[src/rtl/fireball_launcher.sv]
// Fireball launch/flight/explosion sequencer: launches from the player's right edge,
// advances one step per frame, scores hits and paces explosion and cooldown by frame ticks.
//   state    | meaning
//   IDLE     | no fireball; coordinates parked at 0, waiting for a fire rising edge
//   FLY      | fireball moving right; coordinates valid for collision/draw
//   EXPLODE  | hit confirmed; coordinates frozen for explode_frames ticks
//   COOLDOWN | rearm delay of cooldown_frames ticks before the next launch
module fireball_launcher #(
    parameter int fireball_width  = 64,
    parameter int player_width    = 128,
    parameter int screen_width    = 640,
    parameter int fireball_speed  = 4,
    parameter int explode_frames  = 16,
    parameter int cooldown_frames = 8
) (
    input  logic       clk,
    input  logic       rst,
    input  logic       frame_tick,
    input  logic       fire,
    input  logic [9:0] player_h_coord,
    input  logic [9:0] player_v_coord,
    input  logic       alian_is_dead,
    output logic [9:0] fireball_h_coord,
    output logic [9:0] fireball_v_coord,
    output logic       fireball_active,
    output logic       exploding,
    output logic       alian_kill,
    output logic [7:0] score
);

    typedef enum logic [1:0] {
        ST_IDLE     = 2'd0,
        ST_FLY      = 2'd1,
        ST_EXPLODE  = 2'd2,
        ST_COOLDOWN = 2'd3
    } state_t;

    state_t      r_state;
    logic        r_fire_d;
    logic [15:0] r_frame_cnt;
    logic [9:0]  r_h;
    logic [9:0]  r_v;
    logic        r_active;
    logic        r_exploding;
    logic        r_kill;
    logic [7:0]  r_score;

    logic        w_launch;
    logic [10:0] w_fly_right;
    logic        w_off_screen;
    logic        w_explode_done;
    logic        w_cool_done;

    assign w_launch     = fire & ~r_fire_d;
    // Right edge after the next step, kept in 11 bits so it cannot wrap past the screen.
    assign w_fly_right  = {1'b0, r_h} + 11'(fireball_speed) + 11'(fireball_width);
    assign w_off_screen = (w_fly_right > 11'(screen_width));

    // A zero-frame phase exits on the cycle right after entry.
    assign w_explode_done = (explode_frames == 0) ||
                            (frame_tick && (r_frame_cnt == 16'(explode_frames - 1)));
    assign w_cool_done    = (cooldown_frames == 0) ||
                            (frame_tick && (r_frame_cnt == 16'(cooldown_frames - 1)));

    always_ff @(posedge clk) begin
        if (rst) begin
            r_state     <= ST_IDLE;
            r_fire_d    <= 1'b0;
            r_frame_cnt <= '0;
            r_h         <= '0;
            r_v         <= '0;
            r_active    <= 1'b0;
            r_exploding <= 1'b0;
            r_kill      <= 1'b0;
            r_score     <= '0;
        end else begin
            r_fire_d <= fire;
            r_kill   <= 1'b0;
            case (r_state)
                ST_IDLE: begin
                    if (w_launch) begin
                        r_state     <= ST_FLY;
                        r_active    <= 1'b1;
                        r_h         <= player_h_coord + 10'(player_width);
                        r_v         <= player_v_coord;
                        r_frame_cnt <= '0;
                    end
                end
                ST_FLY: begin
                    // A hit outranks both the frame step and the off-screen exit.
                    if (alian_is_dead) begin
                        r_state     <= ST_EXPLODE;
                        r_active    <= 1'b0;
                        r_exploding <= 1'b1;
                        r_kill      <= 1'b1;
                        r_frame_cnt <= '0;
                        if (r_score != 8'hFF)
                            r_score <= r_score + 8'd1;
                    end else if (frame_tick) begin
                        if (w_off_screen) begin
                            r_state     <= ST_COOLDOWN;
                            r_active    <= 1'b0;
                            r_frame_cnt <= '0;
                        end else begin
                            r_h <= r_h + 10'(fireball_speed);
                        end
                    end
                end
                ST_EXPLODE: begin
                    if (w_explode_done) begin
                        r_state     <= ST_COOLDOWN;
                        r_exploding <= 1'b0;
                        r_frame_cnt <= '0;
                    end else if (frame_tick) begin
                        r_frame_cnt <= r_frame_cnt + 16'd1;
                    end
                end
                ST_COOLDOWN: begin
                    if (w_cool_done) begin
                        r_state     <= ST_IDLE;
                        r_h         <= '0;
                        r_v         <= '0;
                        r_frame_cnt <= '0;
                    end else if (frame_tick) begin
                        r_frame_cnt <= r_frame_cnt + 16'd1;
                    end
                end
                default: begin
                    r_state     <= ST_IDLE;
                    r_active    <= 1'b0;
                    r_exploding <= 1'b0;
                    r_h         <= '0;
                    r_v         <= '0;
                    r_frame_cnt <= '0;
                end
            endcase
        end
    end

    assign fireball_h_coord = r_h;
    assign fireball_v_coord = r_v;
    assign fireball_active  = r_active;
    assign exploding        = r_exploding;
    assign alian_kill       = r_kill;
    assign score            = r_score;

endmodule

[config.mk]
export PLATFORM = sky130hd
export DESIGN_NAME = fireball_launcher
export DESIGN_NICKNAME = d
export VERILOG_FILES = /design/src/rtl/fireball_launcher.sv
export SDC_FILE = /design/constraint.sdc
export NUM_CORES = 1
export LEC_CHECK = 0
export CAP_MARGIN = 30
export CORE_AREA = 2 2 117 62
export CTS_BUF_LIST = sky130_fd_sc_hd__clkbuf_4
export DETAILED_ROUTE_END_ITERATION = 12
export DIE_AREA = 0 0 119 64
export GPL_ROUTABILITY_DRIVEN = 0
export HOLD_SLACK_MARGIN = 0.06
export PLACE_DENSITY = 0.65
export SETUP_SLACK_MARGIN = 0.05
export SLEW_MARGIN = 20
export SYNTH_ARGS = -nofsm -noshare
export SYNTH_HDL_FRONTEND = slang
export SYNTH_SLANG_ARGS = --single-unit
[constraint.sdc]
create_clock -name clk -period 6.7 [get_ports clk]
set_clock_uncertainty 0.1 [all_clocks]
set_input_delay 1.34 -clock clk [delete_from_list [all_inputs] [get_ports clk]]
set_output_delay 1.34 -clock clk [all_outputs]
set_load 0.03 [all_outputs]
==> results.json <==
{
  "status": "finished clean",
  "synth.avg_cell_area_sq_um": 7.95,
  "grt_first_pass_wirelength_um": 11800,
  "numPlacedInstances": 472,
  "core-area_sq_um": 6540,
  "power_density_nw_per_um2": 351,
  "use_met1_pct": 23.7,
  "ys_ff_latch": 50,
  "synth.most_common_cell": "dfxtp_1",
  "slew_viol_final": 0,
  "start_kind": "input pin",
  "syn2layout_area_growth_pct": 23.9,
  "met3_usage_pct": 5.09,
  "path_class": "in -> reg",
  "cts.root.buffer_cell": "clkbuf_4",
  "ctsHoldBuffers": 0,
  "clkSlewWorstSetupHoldPaths_ps": 140,
  "vias_per_cell": 5.56,
  "seq_area_frac_synth_pct": 36.7,
  "die-area_sq_um": 7620,
  "cts_resized": 0,
  "synth-simple-area-share_pct": 26.4,
  "die_height_um": 64,
  "worstSetupEndpointType": "register",
  "synth_common_cells": "dfxtp_1, a21oi_1, nand2_1, nor2_1, o21ai_0",
  "ff_latch_area_sq_um": 1000,
  "yosysWarnings": 0,
  "drive_gt1_share_pct": 4.11,
  "grt_usage_pct": 18.9,
  "antenna_found_initial": 0,
  "rsz0062_at_grt": "no",
  "cp.required_ps": 6880,
  "numCtsBuffers": 5,
  "initial_core_util_pct": 41.7,
  "synth_area_leaders": "dfxtp_1, a21oi_1, ha_1, nand2_1, nor2_1",
  "wl_per_cell_um": 14.5,
  "fillCellCount": 626,
  "synth_fa_ha_area_share_pct": 5.05,
  "met2_usage_pct": 31.4,
  "synth_xor_area_share_pct": 4.18,
  "finalNetCount": 424,
  "setup_tns_ps": 0,
  "drc": 0,
  "synth_top_family_by_area": "simple AND/OR/NAND/NOR gates",
  "period_share_pct": 60.3,
  "leakage_uw": 0.00117,
  "synth_cell_types": 51,
  "dpl.hpwl_um": 4970,
  "clock_sinks": 50,
  "final_cells": 481,
  "arrival_ps": 4220,
  "drtAntennaViolNets": 0,
  "die_x_um": 119,
  "hold_viol": 0,
  "synth_cells": 343,
  "grt_overflow": 0,
  "muxShareOfSynthArea_pct": 1.47,
  "clock_latency_ps": 370,
  "setup_viol": 0,
  "pin_count": 56,
  "vias": 2675,
  "dr.pass1.iters": 4,
  "synth-edff-count": 0,
  "min_path_type": "reg -> reg",
  "synth_top_cell_area_share_pct": 36.7,
  "synth_top_flop_cell": "dfxtp_1",
  "max-clock-path-buffers": 2,
  "timing_worst_slew_pin_value_ps": 930,
  "path_max_fanout": 15,
  "multi_input_area_sq_um": 1600,
  "layout_min_cycle_time_ps": 4040,
  "peakVddDrop_uv": 183,
  "diodes": 0,
  "max_slew_margin_pct": 37.9,
  "drtIter0Drc": 176,
  "syn-num-nets": 379,
  "drv_cap": 0,
  "async_flop_share_pct": 0,
  "clock.fmax_mhz": 248,
  "wl_um": 6960,
  "htree_levels": 2,
  "post_cts_buffers": 0,
  "synth-compound-area-share_pct": 21.5,
  "synth_top_area_cell": "dfxtp_1",
  "tritoncts": "built",
  "netlist_area_sq_um": 2730,
  "portBuffers": 55,
  "core.rowCount": 21,
  "grt_max_degree": 41,
  "grt-busiest-layer": "met2",
  "first_global_vias": 2543
}
registers in the layout, summed over array words and instances (netlist names):
register and count:
r_frame_cnt 16, fireball_h_coord 10, fireball_v_coord 10, score 8, r_state 2, alian_kill 1, exploding 1, fireball_active 1
r_fire_d 1
power breakdown:
| group | switching, uW | internal [uW] | total, uW |
|---|---|---|---|
| registers | 69.4 | 354 | 423 |
| logic | 385 | 239 | 624 |
| clock network | 93.2 | 43.7 | 137 |
worst max-delay path, stage by stage:
cell,delay (ps)
clkdlybuf4s50_1,670
and3_1,260
nand4_1,130
o21ai_0,330
nand3b_1,140
a211oi_2,800
o21ai_0,230
a221oi_1,320
area by class of cell:
cell class,count,area share (%)
multi-input cells,262,47.3
flip-flops and latches,50,29.6
repair buffers,57,16.7
well taps,92,3.41
clock buffers,6,1.33
inverters,12,1.33
clock inverters,2,0.259
per-stage QoR:
stage	hold slack [ps]	power [uW]	setup WS [ps]	utilization, %	instance area, sq um
after global routing	384	1280	2420	51.6	3380
final	362	1180	2660	51.6	3380
after global placement	338	1030	2430	50.7	3320
after detailed placement	343	1050	2310	50.7	3320
after CTS	362	1190	2690	51.5	3370
after floorplan	358	859	3390	-	2730
layer usage:
metal  vias up  share of wire [%]  wire, um
met5         -                  0         0
met4         0                1.9       133
met3        15                4.5       316
met2        55                 48      3350
met1      1269                 45      3170
li1       1336                  -         -
cell usage in the layout (no fill, tap or decap), drive strengths merged, types with 4 or more instances in the layout:
cell type	n
a211oi	8
a21oi	37
a22oi	4
and3	5
clkbuf	6
clkdlybuf4s50	55
dfxtp	50
ha	11
inv	12
mux2i	4
nand2	35
nand3	11
nand4	18
nor2	34
o21ai	26
or3	7
or4	5
xnor2	4
xor2	9
final timing paths:
| path | from | end | slack (ps) | cells past startpoint |
|---|---|---|---|---|
| setup reg to reg | fireball_h_coord[2]$_SDFFE_PP0P_ | fireball_h_coord[4]$_SDFFE_PP0P_ | 3460 | 8 |
| setup / recovery | frame_tick | fireball_h_coord[4]$_SDFFE_PP0P_ | 2660 | 8 |
| hold / removal | fireball_v_coord[3]$_SDFFE_PP0P_ | fireball_v_coord[3]$_SDFFE_PP0P_ | 360 | 2 |
| hold reg to reg | fireball_v_coord[3]$_SDFFE_PP0P_ | fireball_v_coord[3]$_SDFFE_PP0P_ | 360 | 2 |
logic make-up after synthesis:
group | Yosys count
muxes | 4
xor gates and xnor gates | 13
adders and majority gates | 11
buffers and inverters | 31
and+or+nand+nor | 140
DFF | 50
AOI/OAI and AO/OA | 94
Power figures use the tool's default switching activity.
